[config.mk]
export PLATFORM = sky130hd
export DESIGN_NAME = mem_port_sequencer_flat
export DESIGN_NICKNAME = d
export VERILOG_FILES = /design/src/rtl/mem_seq_pkg.sv /design/src/rtl/mem_port_sequencer_if.sv /design/src/rtl/seq_watchdog.sv /design/src/rtl/mem_port_sequencer.sv /design/src/flat_wrapper.sv
export SDC_FILE = /design/constraint.sdc
export NUM_CORES = 1
export LEC_CHECK = 0
export CAP_MARGIN = 20
export CORE_MARGIN = 2
export CORE_UTILIZATION = 46
export DETAILED_ROUTE_END_ITERATION = 8
export GPL_ROUTABILITY_DRIVEN = 1
export PLACE_DENSITY = 0.82
export SYNTH_ARGS = -nofsm -noshare
export SYNTH_HDL_FRONTEND = slang
export SYNTH_SLANG_ARGS = --single-unit
[constraint.sdc]
create_clock -name clk -period 2.9 [get_ports clk]
set_input_delay 0.435 -clock clk [delete_from_list [all_inputs] [get_ports clk]]
set_output_delay 0.435 -clock clk [all_outputs]
set_load 0.02 [all_outputs]
[src/rtl/mem_seq_pkg.sv]
// Shared types and constants for the memory-port session sequencer.
package mem_seq_pkg;

  typedef enum logic [2:0] {
    IDLE, LOAD, RUN, RD_ADDR, RD_DATA, RD_HOLD, DONE, ERROR
  } seq_state_e;

  localparam logic [31:0] WORD_STRIDE         = 32'd4;
  localparam logic [31:0] LOAD_BASE_DEFAULT   = 32'h0000_0000;
  localparam logic [31:0] RESULT_BASE_DEFAULT = 32'h0000_0100;

  function automatic logic [31:0] word_addr(input logic [31:0] base, input logic [31:0] idx);
    return base + idx * WORD_STRIDE;
  endfunction

endpackage

[src/rtl/mem_port_sequencer_if.sv]
// Host link, CPU control and shared data-memory port of the session sequencer.
// master = sequencer side, slave = host / CPU-top side.
interface mem_port_sequencer_if;
  logic        start;
  logic        load_valid;
  logic [31:0] load_data;
  logic        load_last;
  logic        load_ready;
  logic        cpu_reset;
  logic        Ext_MemWrite;
  logic [31:0] Ext_WriteData;
  logic [31:0] Ext_DataAdr;
  logic [31:0] ReadData;
  logic        cpu_done;
  logic        rd_valid;
  logic [31:0] rd_data;
  logic        rd_ready;
  logic        busy;
  logic        seq_done;
  logic        error;

  modport master (
    input  start, load_valid, load_data, load_last, ReadData, cpu_done, rd_ready,
    output load_ready, cpu_reset, Ext_MemWrite, Ext_WriteData, Ext_DataAdr,
           rd_valid, rd_data, busy, seq_done, error
  );

  modport slave (
    output start, load_valid, load_data, load_last, ReadData, cpu_done, rd_ready,
    input  load_ready, cpu_reset, Ext_MemWrite, Ext_WriteData, Ext_DataAdr,
           rd_valid, rd_data, busy, seq_done, error
  );
endinterface

[src/rtl/seq_watchdog.sv]
// RUN-phase cycle counter; expired asserts in the LIMIT-th enabled cycle after clear.
// Only instantiated when SEQ_WATCHDOG_EN is defined.
module seq_watchdog #(
  parameter int unsigned LIMIT = 100000
) (
  input  logic clk,
  input  logic reset,
  input  logic clear,
  input  logic enable,
  output logic expired
);
  localparam int CW = $clog2(LIMIT + 1);

  logic [CW-1:0] cnt;

  assign expired = enable && (cnt == CW'(LIMIT - 1));

  always_ff @(posedge clk) begin
    if (reset || clear) begin
      cnt <= '0;
    end else if (enable && !expired) begin
      cnt <= cnt + CW'(1);
    end
  end
endmodule

[src/rtl/mem_port_sequencer.sv]
// Session sequencer: loads a data image, runs the CPU, then streams results back.
// Optional RUN-phase watchdog is compiled in with SEQ_WATCHDOG_EN.
module mem_port_sequencer
  import mem_seq_pkg::*;
#(
  parameter logic [31:0] LOAD_BASE      = LOAD_BASE_DEFAULT,
  parameter int          LOAD_WORDS     = 64,
  parameter logic [31:0] RESULT_BASE    = RESULT_BASE_DEFAULT,
  parameter int          RESULT_WORDS   = 4,
  parameter int          TIMEOUT_CYCLES = 100000
) (
  input logic                  clk,
  input logic                  reset,
  mem_port_sequencer_if.master bus
);
  // state   | meaning
  // IDLE    | CPU held in reset, waiting for start
  // LOAD    | accept a beat, then write it on the next cycle
  // RUN     | CPU released, waiting for cpu_done
  // RD_ADDR | CPU in reset, result address presented
  // RD_DATA | capture ReadData after one settle cycle
  // RD_HOLD | result word offered until rd_ready
  // DONE    | one-cycle seq_done pulse
  // ERROR   | watchdog expired, waiting for start

  localparam int MAX_WORDS = (LOAD_WORDS > RESULT_WORDS) ? LOAD_WORDS : RESULT_WORDS;
  localparam int IDX_W     = $clog2(MAX_WORDS) + 1;

  seq_state_e       state_q, state_d;
  logic [IDX_W-1:0] idx_q, idx_d, idx_inc;
  logic             exit_q, exit_d, first_q, first_d;
  logic             wr_q, wr_d, ready_q, ready_d;
  logic [31:0]      wdata_q, wdata_d, adr_q, adr_d;
  logic             rd_valid_q, rd_valid_d;
  logic [31:0]      rd_data_q, rd_data_d;
  logic             done_q, done_d, err_q, err_d;
  logic             cpu_reset_q, busy_q;
  logic             wd_expired;

  assign idx_inc = idx_q + IDX_W'(1);

`ifdef SEQ_WATCHDOG_EN
  seq_watchdog #(.LIMIT(TIMEOUT_CYCLES)) u_watchdog (
    .clk     (clk),
    .reset   (reset),
    .clear   (state_q != RUN),
    .enable  (state_q == RUN),
    .expired (wd_expired)
  );
`else
  assign wd_expired = 1'b0;
`endif

  always_comb begin
    state_d    = state_q;
    idx_d      = idx_q;
    exit_d     = exit_q;
    first_d    = 1'b0;
    wr_d       = 1'b0;
    ready_d    = 1'b0;
    wdata_d    = wdata_q;
    adr_d      = adr_q;
    rd_valid_d = rd_valid_q;
    rd_data_d  = rd_data_q;
    done_d     = 1'b0;
    err_d      = err_q;
    case (state_q)
      IDLE, ERROR: begin
        if (bus.start) begin
          state_d = LOAD;
          idx_d   = '0;
          exit_d  = 1'b0;
          ready_d = 1'b1;
          err_d   = 1'b0;
        end
      end
      LOAD: begin
        if (wr_q) begin
          if (exit_q) begin
            state_d = RUN;
            first_d = 1'b1;
          end else begin
            ready_d = (idx_q < IDX_W'(LOAD_WORDS));
          end
        end else if (ready_q && bus.load_valid) begin
          wr_d    = 1'b1;
          wdata_d = bus.load_data;
          adr_d   = word_addr(LOAD_BASE, 32'(idx_q));
          idx_d   = idx_inc;
          exit_d  = bus.load_last || (idx_inc == IDX_W'(LOAD_WORDS));
        end else begin
          ready_d = ready_q;
        end
      end
      RUN: begin
        // first_q masks a cpu_done left over from the previous program
        if (!first_q && bus.cpu_done) begin
          state_d = RD_ADDR;
          idx_d   = '0;
          adr_d   = word_addr(RESULT_BASE, 32'd0);
        end else if (wd_expired) begin
          state_d = ERROR;
          err_d   = 1'b1;
        end
      end
      RD_ADDR: state_d = RD_DATA;
      RD_DATA: begin
        rd_data_d  = bus.ReadData;
        rd_valid_d = 1'b1;
        state_d    = RD_HOLD;
      end
      RD_HOLD: begin
        if (bus.rd_ready) begin
          rd_valid_d = 1'b0;
          if (idx_q == IDX_W'(RESULT_WORDS - 1)) begin
            state_d = DONE;
            done_d  = 1'b1;
          end else begin
            idx_d   = idx_inc;
            adr_d   = word_addr(RESULT_BASE, 32'(idx_inc));
            state_d = RD_ADDR;
          end
        end
      end
      DONE:    state_d = IDLE;
      default: state_d = IDLE;
    endcase
  end

  always_ff @(posedge clk) begin
    if (reset) begin
      state_q     <= IDLE;
      idx_q       <= '0;
      exit_q      <= 1'b0;
      first_q     <= 1'b0;
      wr_q        <= 1'b0;
      ready_q     <= 1'b0;
      wdata_q     <= '0;
      adr_q       <= '0;
      rd_valid_q  <= 1'b0;
      rd_data_q   <= '0;
      done_q      <= 1'b0;
      err_q       <= 1'b0;
      cpu_reset_q <= 1'b1;
      busy_q      <= 1'b0;
    end else begin
      state_q     <= state_d;
      idx_q       <= idx_d;
      exit_q      <= exit_d;
      first_q     <= first_d;
      wr_q        <= wr_d;
      ready_q     <= ready_d;
      wdata_q     <= wdata_d;
      adr_q       <= adr_d;
      rd_valid_q  <= rd_valid_d;
      rd_data_q   <= rd_data_d;
      done_q      <= done_d;
      err_q       <= err_d;
      cpu_reset_q <= (state_d != RUN);
      busy_q      <= (state_d != IDLE) && (state_d != ERROR);
    end
  end

  assign bus.load_ready    = ready_q;
  assign bus.cpu_reset     = cpu_reset_q;
  assign bus.Ext_MemWrite  = wr_q;
  assign bus.Ext_WriteData = wdata_q;
  assign bus.Ext_DataAdr   = adr_q;
  assign bus.rd_valid      = rd_valid_q;
  assign bus.rd_data       = rd_data_q;
  assign bus.busy          = busy_q;
  assign bus.seq_done      = done_q;
  assign bus.error         = err_q;
endmodule

[src/flat_wrapper.sv]
// flat-port wrapper written by rule: the top's interface ports become plain ports
module mem_port_sequencer_flat import mem_seq_pkg::*;
#(
  parameter logic [31:0] LOAD_BASE      = LOAD_BASE_DEFAULT,
  parameter int          LOAD_WORDS     = 64,
  parameter logic [31:0] RESULT_BASE    = RESULT_BASE_DEFAULT,
  parameter int          RESULT_WORDS   = 4,
  parameter int          TIMEOUT_CYCLES = 100000
)
  (clk, reset, bus_start, bus_load_valid, bus_load_data, bus_load_last, bus_ReadData, bus_cpu_done, bus_rd_ready, bus_load_ready, bus_cpu_reset, bus_Ext_MemWrite, bus_Ext_WriteData, bus_Ext_DataAdr, bus_rd_valid, bus_rd_data, bus_busy, bus_seq_done, bus_error);
  mem_port_sequencer_if bus_i ();
  input logic clk;
  input logic reset;
  input wire logic [$bits(bus_i.start)-1:0] bus_start;
  input wire logic [$bits(bus_i.load_valid)-1:0] bus_load_valid;
  input wire logic [$bits(bus_i.load_data)-1:0] bus_load_data;
  input wire logic [$bits(bus_i.load_last)-1:0] bus_load_last;
  input wire logic [$bits(bus_i.ReadData)-1:0] bus_ReadData;
  input wire logic [$bits(bus_i.cpu_done)-1:0] bus_cpu_done;
  input wire logic [$bits(bus_i.rd_ready)-1:0] bus_rd_ready;
  output wire logic [$bits(bus_i.load_ready)-1:0] bus_load_ready;
  output wire logic [$bits(bus_i.cpu_reset)-1:0] bus_cpu_reset;
  output wire logic [$bits(bus_i.Ext_MemWrite)-1:0] bus_Ext_MemWrite;
  output wire logic [$bits(bus_i.Ext_WriteData)-1:0] bus_Ext_WriteData;
  output wire logic [$bits(bus_i.Ext_DataAdr)-1:0] bus_Ext_DataAdr;
  output wire logic [$bits(bus_i.rd_valid)-1:0] bus_rd_valid;
  output wire logic [$bits(bus_i.rd_data)-1:0] bus_rd_data;
  output wire logic [$bits(bus_i.busy)-1:0] bus_busy;
  output wire logic [$bits(bus_i.seq_done)-1:0] bus_seq_done;
  output wire logic [$bits(bus_i.error)-1:0] bus_error;
  assign bus_i.start = bus_start;
  assign bus_i.load_valid = bus_load_valid;
  assign bus_i.load_data = bus_load_data;
  assign bus_i.load_last = bus_load_last;
  assign bus_i.ReadData = bus_ReadData;
  assign bus_i.cpu_done = bus_cpu_done;
  assign bus_i.rd_ready = bus_rd_ready;
  assign bus_load_ready = bus_i.load_ready;
  assign bus_cpu_reset = bus_i.cpu_reset;
  assign bus_Ext_MemWrite = bus_i.Ext_MemWrite;
  assign bus_Ext_WriteData = bus_i.Ext_WriteData;
  assign bus_Ext_DataAdr = bus_i.Ext_DataAdr;
  assign bus_rd_valid = bus_i.rd_valid;
  assign bus_rd_data = bus_i.rd_data;
  assign bus_busy = bus_i.busy;
  assign bus_seq_done = bus_i.seq_done;
  assign bus_error = bus_i.error;
  mem_port_sequencer #(.LOAD_BASE(LOAD_BASE), .LOAD_WORDS(LOAD_WORDS), .RESULT_BASE(RESULT_BASE), .RESULT_WORDS(RESULT_WORDS), .TIMEOUT_CYCLES(TIMEOUT_CYCLES)) u_core (.clk(clk), .reset(reset), .bus(bus_i));
endmodule
; ---- Word level (Yosys, flattened, before mapping)
; Index checks and enable logic that the tools add are counted.
; Widths: inputs -> output; s select.
[totals]
latchBits = 0
out_inout_bits = 103
in_bits = 71
mem_count = 0
ramBits = 0
regBits = 114
rom_bits = 0
[op_classes]
bitwise = 4
n_mul = 0
reduce_logical = 20
add_sub_neg = 2
order_cmp = 1
shifts = 0
n_eq_ne = 18
mux = 34
n_div = 0
[op_table]
columns = operator, count
row1 = $mux 32, 5
row2 = $pmux 32 s3, 1
row3 = $mux 7, 6
row4 = $pmux 7 s4, 1
row5 = $pmux 3 s7, 1
row6 = $mux 3, 6
row7 = $eq 3x3->1 const B, 4
row8 = $mux 1, 11
row9 = $add 9x9->10 const A, 1
row10 = $reduce_or 3->1, 3
row11 = $ne 2x2->1 const B, 4
row12 = $add 7x1->7 const B, 1
row13 = $eq 7x2->1 const B, 1
row14 = $eq 7x7->1 const B, 1
row15 = $lt 7x7->1 const B, 1
row16 = $reduce_and 7->1, 1
row17 = $eq 3x2->1 const B, 2
row18 = $pmux 1 s2, 3
row19 = $reduce_and 6->1, 1
row20 = $reduce_bool 3->1, 2
row21 = $ne 2x1->1 const B, 2
row22 = $not 1->1, 4
row23 = $reduce_and 4->1, 1
row24 = $reduce_bool 2->1, 2
row25 = 12 further kinds, 14

; ---- Longest topological paths before layout
; Gate-level depths: netlist of run 1.
[depth]
depth_word = 6
depth_mapped = 7
mapped_depth_nobuf = 5

; ---- Least setup slack after synthesis of run 1
; No wires, ideal clock.
[synth_path]
path_type = flip-flop to flip-flop
startpoint = register u_core.idx_q[0]
endpoint = register u_core.adr_q[3] (netlist: u_core.bus.Ext_DataAdr[3])
setup_slack_ps = 1039
path_buffers = 1
period_less_slack_ps = 1861
arrival_ps = 1737
stages_incl_launch_ff = 7
path_cell_list = dfxtp_1 -> ha_1 -> nor4b_4 -> a22oi_1 -> a21boi_1 -> buf_4 -> mux2_1
[synth_via]
elab_chain_len = 5
elab_cells_between_ends = 8
[synth_rtl]
columns = element, line
row1 = start: declaration, mem_port_sequencer.sv:30  ; logic [IDX_W-1:0] idx_q, idx_d, idx_inc;
row2 = start signal: assignment, mem_port_sequencer.sv:148  ; idx_q <= idx_d;
row3 = $add 7x1->7, mem_port_sequencer.sv:40  ; assign idx_inc = idx_q + IDX_W'(1);
row4 = $add 9x9->10, mem_seq_pkg.sv:13  ; return base + idx * WORD_STRIDE;
row5 = $mux 32, mem_port_sequencer.sv:115  ; if (idx_q == IDX_W'(RESULT_WORDS - 1)) begin
row6 = $mux 32, mem_port_sequencer.sv:113  ; if (bus.rd_ready) begin
row7 = $pmux 32 s3, mem_port_sequencer.sv:67  ; case (state_q)
row8 = end signal: assignment, mem_port_sequencer.sv:154  ; adr_q <= adr_d;
row9 = end: declaration, mem_port_sequencer.sv:33  ; logic [31:0] wdata_q, wdata_d, adr_q, adr_d;
; Parallel ways exist; a longest one is shown, timed or not. The select of a mux whose other input is x is not followed.
; A chain may end at the register's enable or synchronous reset.

; ---- Worst setup path in the final report of run 1
; Same ends and word-level chain as after synthesis.

==> results of run 1 <==
[synthesized netlist by cell type (all sizes together) (5+ instances only)]
cell type	count
mux2i	6
nand2	154
a21oi	76
dfxtp	90
buf	39
o211ai	5
nand3b	5
nand3	9
a31oi	9
nor2	16
o21ai	15
clkbuf	24
[worst max path at each step]
stage                                                  end  slack [ns]  cells past startpoint
floorplan           u_core.bus.Ext_DataAdr[3]$_SDFFE_PP0P_        1.04                      6
global placement    u_core.bus.Ext_DataAdr[3]$_SDFFE_PP0P_        0.70                      6
detailed placement  u_core.bus.Ext_DataAdr[3]$_SDFFE_PP0P_        0.67                      6
CTS                 u_core.bus.Ext_DataAdr[3]$_SDFFE_PP0P_        0.76                      6
global route        u_core.bus.Ext_DataAdr[3]$_SDFFE_PP0P_        0.54                      6
finish              u_core.bus.Ext_DataAdr[3]$_SDFFE_PP0P_        0.72                      6
[flip-flops by register name, indices dropped and copies added, names as in the netlist]
register	cells
u_core.bus.Ext_WriteData	32
u_core.bus.rd_data	32
u_core.bus.Ext_DataAdr	8
u_core.idx_q	7
u_core.state_q	3
u_core.bus.Ext_MemWrite	1
u_core.bus.busy	1
u_core.bus.cpu_reset	1
u_core.bus.load_ready	1
u_core.bus.rd_valid	1
u_core.bus.seq_done	1
u_core.exit_q	1
u_core.first_q	1
[area by class of cell]
| class | count | area (µm²) | share of cell area |
|---|---|---|---|
| well taps | 108 | 135 | 0.0237 |
| repair buffers | 158 | 1560 | 0.274 |
| flip-flops and latches | 90 | 1800 | 0.315 |
| clock inverters | 7 | 100 | 0.0175 |
| clock buffers | 9 | 124 | 0.0217 |
| multi-input cells | 381 | 1970 | 0.345 |
| inverters | 4 | 15.0 | 0.00263 |
[kinds of logic (layout without fill, tap and decap cells)]
kind of cell | after synthesis | after routing | share of synthesized area
mux | 8 | 8 | 0.0205
fa+ha+maj | 1 | 1 | 0.00310
flops | 90 | 90 | 0.446
compound gates | 131 | 131 | 0.193
simple gates | 216 | 216 | 0.246
other cells | 1 | 25 | 0.000929
buf+inv | 67 | 178 | 0.0905
[worst max-delay path, stage by stage, from the launching register on]
cell and delay (ns):
dfxtp_1 0.46, ha_1 0.34, nor4b_4 0.33, a22oi_1 0.20
a21boi_1 0.22, buf_4 0.21, mux2_1 0.32
[per-layer routing]
metal / track usage / routed length [µm] / part of all wire / vias up
met5: 0 / 0 / 0 / -
met4: 0.0994 / 337 / 0.031 / 0
met3: 0.0626 / 867 / 0.079 / 27
met1: 0.283 / 4400 / 0.40 / 1803
li1: - / - / - / 1963
met2: 0.383 / 5430 / 0.49 / 163
[per-stage QoR]
step	power, mW	std cells	util	cell area, µm²	hold WS (ns)
3_5_place_dp	1.55	741	0.635	5490	0.448
3_3_place_gp	1.54	741	0.635	5490	0.441
2_1_floorplan	1.43	538	-	4130	0.511
4_1_cts	2.51	757	0.661	5710	0.460
6_report	2.49	757	0.661	5710	0.458
5_1_grt	2.58	757	0.661	5710	0.474
[power breakdown]
part	leakage, nW	internal, mW	switching (mW)	total [mW]
logic	1.12	0.133	0.132	0.265
clock network	0.114	0.493	0.473	0.966
registers	0.726	1.25	0.0114	1.26
total	1.96	1.87	0.616	2.49
==> impl_metrics.csv, run 1 <==
group,metric,value,unit
worst_hold_path,worst_hold_path.num_cells,2,
worst_setup_path,crit_arrival,2.44,ns
yosys,yosys.area.top_type,"dfxtp_1",
yosys,syn-mean-instance-area,7.86,µm²
worst_setup_path,r2r-end,"u_core.bus.Ext_DataAdr[3]$_SDFFE_PP0P_",
timing,fin_tns_setup,0,ns
clocking,clk_path_buf_depth,2,
timing,fmax,0.459,GHz
clocking,root_buffer,"clkbuf_8",
timing,min_period,2.18,ns
drt,vias,3956,
floorplan,core_area,8640,µm²
worst_hold_path,hold_start,"u_core.bus.Ext_WriteData[0]$_SDFFE_PP0P_",
yosys,syn-instance-count,514,
floorplan,io_pins,174,
worst_setup_path,rr_startpoint,"u_core.idx_q[0]$_SDFFE_PP0P_",
yosys,yosys_warnings,0,
grt,grt_overflow,0,
worst_setup_path,critPathLaunch,"u_core.idx_q[0]$_SDFFE_PP0P_",
placed_design,dp_hpwl,7.88,mm
drt,wirelength,11.0,mm
status,status,"finished clean",
yosys,synth_edf_count,0,
yosys,synth-async-reset-ratio,0,
finish,final_cell_mix,"154 x nand2_1, 147 x clkdlybuf4s50_1, 90 x dfxtp_1",
grt,antenna_found_initial,0,
run,max_cap_viol_count,0,
pwr,p_leak,1.96,nW
finish,fill_cells,744,
timing,tightest_slew,0.721,ns
clocking,clk_latency,0.37,ns
placed_design,place.gp.congestion,0.921,
worst_hold_path,min_to,"u_core.bus.Ext_WriteData[0]$_SDFFE_PP0P_",
yosys,netlist_area,4040,µm²
finish,area_delta_synth_final,41.5,%
floorplan,fp.dieH,97.7,µm
pwr,power_density,436,nW/µm²
floorplan,start_util,0.468,
grt,grt_first_pass_wirelength,18.1,mm
yosys,yosysSeqAreaShare,0.446,
yosys,synth-main-ff-cell,"dfxtp_1",
drt,via_per_inst,5.23,
timing,slew_headroom,0.519,
floorplan,dieArea,9540,µm²
worst_setup_path,worstSetupPathType,"flip-flop to flip-flop",
timing,drv_slew,0,
floorplan,rows,34,
worst_setup_path,critPathCaptureType,"flip-flop",
yosys,synth.distinct_cells,51,
clocking,cts_buffers,9,
finish,insertedDiodeCount,0,
clocking,clk_pin_slew,0.10,ns
yosys,yosysTopAreaCellShare,0.446,
worst_setup_path,cp_max_fo,8,
worst_hold_path,hold_class,"flip-flop to flip-flop",
clocking,cts_max_level,3,
drt,firstDrtPassIters,5,
worst_setup_path,reg2regPathDepth,6,
timing,fin_worst_skew,0.0110,ns
worst_setup_path,critical_path_required,3.16,ns
grt,grt_use_total,0.231,
clocking,ctsResizeCount,0,
timing,setup_violations,0,
grt,grt_pass1_vias,3750,
drt,drt-initial-drc-count,228,
finish,layout_commonest_cell,"nand2_1",
floorplan,die_width,97.7,µm
clocking,cts_setup_buffers,0,
worst_setup_path,startpoint_type,"flip-flop",
finish,final_nets,716,
timing,finalCritPeriodShare,0.751,
finish,drive_gt1_frac,0.0586,
yosys,ys_ff_latch,90,
drt,post_drt_wl_per_cell,14.6,µm
worst_setup_path,r2r_slack,0.72,ns
placed_design,numPortBuffers,148,
placed_design,pre_cts_ws,0.669,ns
timing,setup_ws,0.722,ns
grt,grt_max_degree,54,
drt,drc,0,
clocking,cts_hold_buf,0,
timing,rsz0062_at_grt,"false",
clocking,cts_tree,"built",
clocking,cts.sinks,90,
yosys,synth_area_leaders,"dfxtp_1 45%, nand2_1 14%, a21oi_1 9.4%",
timing,timing_hold_violations_final,0,
drt,ant_nets,0,
pwr,ir_drop,0.000311,V
Power figures use the tool's default switching activity.
==> run 2: changes to the inputs <==
CORE_UTILIZATION = 42   (was 46)
PLACE_DENSITY = 0.76   (was 0.82)
clock period = 2.1 ns   (was 2.9 ns; I/O delays follow)
==> run 2 against run 1 <==
  * Sequential share of layout area decreased by 0.59 points
  * Global-route usage down 1.9 points
  * Sequential cell count unchanged
  * Non-clock buffer count grew 15
  * Final area rose by 1.9%
  * Largest power group unchanged
  * Largest cell class unchanged
==> impl_metrics.csv, run 2 (synthesis gave the netlist of run 1 again) <==
group,metric,value,unit
drt,via_per_inst,5.07,
timing,setup_violations,0,
worst_setup_path,r2r_slack,0.17,ns
drt,wirelength,11.2,mm
clocking,cts.sinks,90,
floorplan,start_util,0.435,
clocking,root_buffer,"clkbuf_8",
floorplan,core_area,9280,µm²
pwr,power_density,567,nW/µm²
grt,antenna_found_initial,0,
finish,drive_gt1_frac,0.0783,
worst_setup_path,worstSetupPathType,"flip-flop to flip-flop",
drt,drt-initial-drc-count,156,
drt,firstDrtPassIters,4,
pwr,internal_power,2.46,mW
pwr,pwr-share-clk,0.361,
floorplan,fp.dieH,102,µm
worst_setup_path,crit_arrival,2.21,ns
finish,fill_cells,836,
pwr,p_switching,0.834,mW
placed_design,dp.cells,777,
drt,met3_length,1.04,mm
finish,multi_input_area,1970,µm²
pwr,pwr-share-seq,0.525,
finish,fin_area,5820,µm²
pwr,ir_drop,0.000351,V
placed_design,place_area,5630,µm²
timing,drv_slew,0,
finish,final_cell_mix,"154 x nand2_1, 147 x clkdlybuf4s50_1, 90 x dfxtp_1",
timing,timing_hold_violations_final,0,
timing,fin_worst_skew,0.0101,ns
floorplan,io_pins,174,
clocking,clk_path_buf_depth,2,
timing,holdWs,0.412,ns
finish,layout_commonest_cell,"nand2_1",
worst_setup_path,critPathCaptureType,"flip-flop",
drt,ant_nets,0,
timing,setup_ws,0.171,ns
worst_setup_path,startpoint_type,"flip-flop",
timing,fmax,0.518,GHz
timing,finalCritPeriodShare,0.918,
placed_design,pre_cts_ws,0.000344,ns
clocking,clk_latency,0.36,ns
finish,regArea,1800,µm²
worst_hold_path,hold_class,"input port to flip-flop",
finish,fin_cells,793,
pwr,p_leak,2.01,nW
drt,top_layer,"met4",
drt,post_drt_wl_per_cell,14.2,µm
drt,drc,0,
floorplan,die_width,102,µm
timing,fin_tns_setup,0,ns
clocking,cts_setup_buffers,0,
timing,rsz0062_at_grt,"false",
finish,insertedDiodeCount,0,
clocking,clk_pin_slew,0.09,ns
pwr,swShare,0.253,
grt,grt_use_total,0.212,
floorplan,rows,35,
placed_design,place.gp.congestion,0.868,
worst_setup_path,critical_path_required,2.38,ns
floorplan,dieArea,10400,µm²
grt,grt_max_degree,35,
grt,grt_overflow,0,
placed_design,numPortBuffers,148,
clocking,cts_buffers,9,
finish,area_delta_synth_final,44.2,%
drt,m1WireLength,4.59,mm
pwr,comb_power_share,0.113,
grt,grt_first_pass_wirelength,17.5,mm
finish,final_nets,731,
timing,min_period,1.93,ns
clocking,cts_hold_buf,0,
clocking,ctsResizeCount,0,
grt,grt_pass1_vias,3604,
drt,met2_length,5.36,mm
drt,vias,4018,
clocking,cts_max_level,3,
status,status,"finished clean",
placed_design,dp_hpwl,8.11,mm
clocking,cts_tree,"built",
run,max_cap_viol_count,0,
worst_setup_path,cp_max_fo,10,
-- run 2: worst max-delay path, cell delays in order (launching register included) --
cell and delay [ns]:
dfxtp_1 0.61, buf_4 0.23, nand2b_1 0.12, and2_1 0.22, a21boi_1 0.27, buf_4 0.22, mux2i_1 0.19
-- run 2: final timing paths --
path / cells after the start / endpoint / start
worst min-delay path: 2 / u_core.state_q[1]$_SDFF_PP0_ / reset
worst max register to register: 6 / u_core.bus.Ext_DataAdr[6]$_SDFFE_PP0P_ / u_core.state_q[2]$_SDFF_PP0_
worst max-delay path: 6 / u_core.bus.Ext_DataAdr[6]$_SDFFE_PP0P_ / u_core.state_q[2]$_SDFF_PP0_
worst min register to register: 2 / u_core.bus.rd_data[5]$_SDFFE_PP0P_ / u_core.bus.rd_data[5]$_SDFFE_PP0P_
-- run 2: final cells by class --
cell class	instances	area share
clock inverters	6	0.0114
clock buffers	10	0.0219
multi-input cells	381	0.339
well taps	129	0.0277
flip-flops and latches	90	0.310
inverters	4	0.00258
repair buffers	173	0.288
-- run 2: power groups by stage --
stage          sequential [mW]  combinational [mW]  clock, mW
2_1_floorplan             1.79               0.187          0
3_3_place_gp              1.77               0.369          0
3_5_place_dp              1.77               0.372          0
4_1_cts                   1.73               0.373       1.22
5_1_grt                   1.74               0.401       1.29
6_report                  1.73               0.374       1.19
-- run 2: through the flow --
step	util	power (mW)
global route	0.627	3.43
floorplan	-	1.98
global placement	0.606	2.14
detailed placement	0.606	2.15
CTS	0.627	3.33
finish	0.627	3.30
-- run 2: per-layer routing --
layer,up-vias,track usage
met1,1846,0.276
met3,18,0.0787
met5,-,0
li1,1989,-
met2,165,0.325
met4,0,0.0749
==> edit 1 (flow settings as in run 2) <==
Encoding of `seq_state_e`: now one-hot (8 bits for 8 states).
--- a/src/rtl/mem_seq_pkg.sv
+++ b/src/rtl/mem_seq_pkg.sv
@@ -1,8 +1,8 @@
 // Shared types and constants for the memory-port session sequencer.
 package mem_seq_pkg;
 
-  typedef enum logic [2:0] {
-    IDLE, LOAD, RUN, RD_ADDR, RD_DATA, RD_HOLD, DONE, ERROR
+  typedef enum logic [7:0] {
+    IDLE = 8'b00000001, LOAD = 8'b00000010, RUN = 8'b00000100, RD_ADDR = 8'b00001000, RD_DATA = 8'b00010000, RD_HOLD = 8'b00100000, DONE = 8'b01000000, ERROR = 8'b10000000
   } seq_state_e;
 
   localparam logic [31:0] WORD_STRIDE         = 32'd4;
Formal check against the unedited RTL: same outputs for any inputs over 10 cycles, from zero or initial values and one cycle with reset high; not proved beyond that.
==> edit 1 against run 2 <==
Sequential cell count grew 5. Sequential share of layout area is 0.67 points higher. Critical path type unchanged. Highest routed layer unchanged. Area after synthesis increased by 0.28%. Power increased by 8.8%. Routed wire length down 3.6%. Largest power group unchanged. Setup slack got worse by 0.12 ns. Cell area grew 4.1%. Worst hold slack lost 0.0019 ns.
==> edit 1: results (changes against run 2) <==
status=completed; Seq/Total Area, Yosys=0.470 (+0.0235); Hold Path Stages=2 (unchanged); hold buffers post-CTS=0 (unchanged); CP max-delay cell=or4b_4; Post-Route WL=10.8 mm (-3.6%); dpl cells=780 (+0.39%); number of nets in the layout=737 (+0.82%); final std cells w/o fill=799 (+0.76%); Num CTS Buffers=9 (unchanged); GP Congestion=0.885 (+2.0%); clk root buf=clkbuf_8; CP max stage delay=0.59 ns (-0.02 ns); vias=3866 (-3.8%); antenna cell count=0 (unchanged); HPWL Detailed=7.83 mm (-3.5%); clock latency on the worst-skew pair=0.36 ns (about the same); worst hold margin=0.410 ns (-0.00191 ns); post-route minimum period=2.05 ns (+0.117 ns); clk_skew=0.0191 ns (+0.00900 ns); CP arrival=2.35 ns (+0.14 ns); largest cells by area after synthesis=dfxtp_1 (47%), nand2_1 (13%), a21oi_1 (9.4%); DRT iter0 DRCs=113 (-28%); Hold/Removal Path Class=in -> reg; Static Leak=2.13 nW (+6.1%); reg2reg start=u_core.state_q[3]$_SDFF_PP0_; htree depth=3 (unchanged); dpl cell area=5740 um^2 (+2.0%); CP Launch Type=flop; cells on worst reg2reg path=6 (unchanged); pre-CTS setup slack=-0.164 ns (-0.164 ns); critical register-to-register path endpoint=u_core.idx_q[2]$_SDFFE_PP0P_; peak supply drop=0.354 mV (+0.96%); Distinct cells, synth=49 (-3.9%); Post-Synthesis Cells=505 (-1.8%); CP delay by family, top=simple AND/OR/NAND/NOR gates; layout cell share with drive strength beyond 1=0.136 (+0.0575); initial antenna violation count=0 (unchanged); most frequent cells after synthesis=nand2_1 (144), dfxtp_1 (95), a21oi_1 (76); worst reg-to-reg setup slack=0.05 ns (-0.12 ns); FFs w/ async S/R, synth=0 (unchanged); Max transition margin=0.647; vias in the first global route=3782 (+4.9%); Clock Tree Buf Depth=2 (unchanged); hold endpoint=u_core.state_q[5]$_SDFF_PP0_; Yosys warning count=0 (unchanged); largest net degree at the start of global routing=52 (+49%); clk slew on worst S/H paths=0.10 ns; CP Max Fanout=7 (-3); CP endpoint=u_core.idx_q[2]$_SDFFE_PP0P_; All-Layer GR Usage=0.204 (-0.00848); first-pass GRT wire length=17.0 mm (-2.7%)
==> edit 1: cell types whose count changed after synthesis, sizes merged, moves of 5 or more <==
cell,run 2,this run
buf,39,31
clkbuf,24,30
o211ai,5,0
a31oi,9,4
dfxtp,90,95
nor2,16,30
nand2,154,144
==> edit 1: logic make-up after synthesis <==
logic type / Yosys count / synth area share
other: 1 / 0.000926
adders and majority gates: 1 / 0.00309
DFF: 95 / 0.470
buffers and inverters: 67 / 0.0933
xor gates and xnor gates: 4 / 0.00865
muxes: 2 / 0.00494
AOI/OAI and AO/OA: 108 / 0.150
and+or+nand+nor: 227 / 0.269
==> edit 1: repair_timing <==
item                                    in CTS  in global routing
gates cloned                                 0                  1
pin swaps                                    2                  6
gates resized for setup                      3                 25
setup buffers                                1                  1
endpoints found under the setup margin       7                 15
hold endpoints to repair                     0                  0
==> edit 1: metal layers <==
layer | global-route usage | part of all wire | up-vias
li1 | - | - | 1956
met1 | 0.236 | 0.41 | 1763
met2 | 0.344 | 0.49 | 133
met3 | 0.0711 | 0.086 | 14
met4 | 0.0831 | 0.019 | 0
met5 | 0 | 0 | -
==> edit 1: worst register-to-register path, cell delays in order (launching register included) <==
cell and delay [ns]:
dfxtp_4 0.38, or4b_4 0.59, nor2_8 0.12, nand3b_4 0.16
nand3b_4 0.12, or4b_4 0.50, a21oi_2 0.12
==> edit 1: power breakdown <==
part           switching (mW)  leakage (nW)  internal (mW)
combinational           0.283          1.28          0.306
sequential             0.0187         0.769           1.82
clock                   0.680        0.0870          0.478
total                   0.982          2.13           2.61
==> edit 1: area by class of cell <==
class	count	area, um^2
tap	129	161
sequential	95	1920
clock buffer	10	138
fill	792	3230
clock inverter	6	51.3
multi-input combinational	368	1950
timing repair buffer	185	1820
inverter	6	22.5
==> edit 2 (flow settings as in run 2) <==
Without the edit above. `RESULT_WORDS` is set to 4 in 2 places; all go to 8.
--- a/src/rtl/mem_port_sequencer.sv
+++ b/src/rtl/mem_port_sequencer.sv
@@ -6,7 +6,7 @@
   parameter logic [31:0] LOAD_BASE      = LOAD_BASE_DEFAULT,
   parameter int          LOAD_WORDS     = 64,
   parameter logic [31:0] RESULT_BASE    = RESULT_BASE_DEFAULT,
-  parameter int          RESULT_WORDS   = 4,
+  parameter int          RESULT_WORDS   = 8,
   parameter int          TIMEOUT_CYCLES = 100000
 ) (
   input logic                  clk,
--- a/src/flat_wrapper.sv
+++ b/src/flat_wrapper.sv
@@ -4,7 +4,7 @@
   parameter logic [31:0] LOAD_BASE      = LOAD_BASE_DEFAULT,
   parameter int          LOAD_WORDS     = 64,
   parameter logic [31:0] RESULT_BASE    = RESULT_BASE_DEFAULT,
-  parameter int          RESULT_WORDS   = 4,
+  parameter int          RESULT_WORDS   = 8,
   parameter int          TIMEOUT_CYCLES = 100000
 )
   (clk, reset, bus_start, bus_load_valid, bus_load_data, bus_load_last, bus_ReadData, bus_cpu_done, bus_rd_ready, bus_load_ready, bus_cpu_reset, bus_Ext_MemWrite, bus_Ext_WriteData, bus_Ext_DataAdr, bus_rd_valid, bus_rd_data, bus_busy, bus_seq_done, bus_error);
Behaviour: no difference found for any inputs over 10 cycles, from zero or initial values and one cycle with reset high; that may be too few to reach the edited logic, so the function may still have changed.
==> edit 2 against run 2 <==
Setup slack worse by 0.057 ns. Critical endpoint is now u_core.bus.busy$_SDFF_PP0_. Routed wire length down 2.6%. Sequential cell count unchanged. Area after synthesis down 3.4%. Global-route usage up 0.36 points. Power up 11%. Worst hold slack worse by 0.038 ns. Cell area down 0.84%.
==> edit 2: results (changes against run 2) <==
met2 wire len=5.29 mm (-1.3%); post-synthesis adder-cell area fraction=0.00321 (+0.000108); Seq/Total Area, Yosys=0.462 (+0.0156); HPWL Detailed=7.80 mm (-3.9%); Static Leak=2.03 nW (+1.1%); pre-CTS setup slack=-0.124 ns (-0.124 ns); CP Max Fanout=20 (+10); dpl cell area=5500 um^2 (-2.2%); clk_skew=0.0118 ns (+0.00171 ns); DRT iter0 DRCs=180 (+15%); dpl cells=752 (-3.2%); Fillers=818 (-2.2%); CP max stage delay=0.54 ns (-0.07 ns); worst hold margin=0.374 ns (-0.0377 ns); largest cells by area after synthesis=dfxtp_1 (46%), nand2_1 (14%), a21oi_1 (10%); first-pass GRT wire length=17.5 mm (about the same); Distinct cells, synth=47 (-7.8%); mux cell area share after synthesis=0.0180 (-0.00249); Internal=2.83 mW (+15%); GP Congestion=0.894 (+3.0%); number of nets in the layout=724 (-0.96%); most frequent cells after synthesis=nand2_1 (150), dfxtp_1 (90), a21oi_1 (81); clk slew on worst S/H paths=0.09 ns (about the same); vias in the first global route=3690 (+2.4%); postcts setup bufs=0 (unchanged); Max transition margin=0.608; I/O Buffers=148 (unchanged); layout cell share with drive strength beyond 1=0.0884 (+0.0101); final std cells w/o fill=767 (-3.3%); met2 Use GR=0.354 (+0.0287); Hold Path Stages=4 (+2); CP arrival=2.24 ns (+0.03 ns); vias=3915 (-2.6%); met3 wire len=928 um (-11%); peak supply drop=0.484 mV (+38%); Clk power=1.54 mW (+29%); largest net degree at the start of global routing=38 (+8.6%); met1 usage=0.270 (-0.00668); Post-Route WL=10.9 mm (-2.6%); status=completed; Switching Share=0.227 (-0.0258); mean post-synth cell area=7.76 um^2 (-1.3%); first-pass detailed-route iteration total=5 (+1); dominant cell type by area after synthesis=dfxtp_1; met3 usage=0.0703 (-0.00833)
[edit 2: cell count changes in the layout (fill, tap and decap cells not counted), sizes merged, moves of 4 or more]
| cell | change |
|---|---|
| a31oi | -9 |
| o221ai | -4 |
| a21oi | +5 |
| nand2 | -4 |
| o211ai | -4 |
| or3 | +5 |
| nand3 | -4 |
| nor3 | +4 |
[edit 2: logic make-up (layout without fill, tap and decap cells)]
group | after synthesis | after routing
AO/OA/AOI/OAI | 120 | 120
adder cells (fa/ha/maj) | 1 | 1
buffers and inverters | 65 | 194
flip-flops | 90 | 90
multiplexers | 7 | 7
other | 1 | 25
AND/OR/NAND/NOR | 219 | 219
[edit 2: layout make-up]
cell class,instances,area [um^2],share of cell area
Clock buffer,9,124,0.0215
Clock inverter,6,138,0.0238
Tap cell,111,139,0.0241
Sequential cell,90,1800,0.312
Inverter,4,15.0,0.00260
Multi-Input combinational cell,372,1850,0.320
Timing Repair Buffer,175,1700,0.295
[edit 2: timing repair]
item | 4_1_cts | 5_1_grt
endpoints found under the hold margin | 0 | 0
gates resized for setup | 0 | 2
endpoints found under the setup margin | 0 | 2
[edit 2: final timing paths]
path | slack, ns | to | start
setup / recovery | 0.11 | u_core.bus.busy$_SDFF_PP0_ | u_core.state_q[2]$_SDFF_PP0_
hold / removal | 0.37 | u_core.idx_q[6]$_SDFFE_PP0P_ | reset
setup reg to reg | 0.11 | u_core.bus.busy$_SDFF_PP0_ | u_core.state_q[2]$_SDFF_PP0_
hold reg to reg | 0.46 | u_core.bus.Ext_WriteData[31]$_SDFFE_PP0P_ | u_core.bus.Ext_WriteData[31]$_SDFFE_PP0P_
[edit 2: critical path: cells and delay by family (launching register included)]
kind	cells	cell delay [ns]
compound gates	3	0.77
flops	1	0.54
buf+inv	1	0.30
simple gates	2	0.27
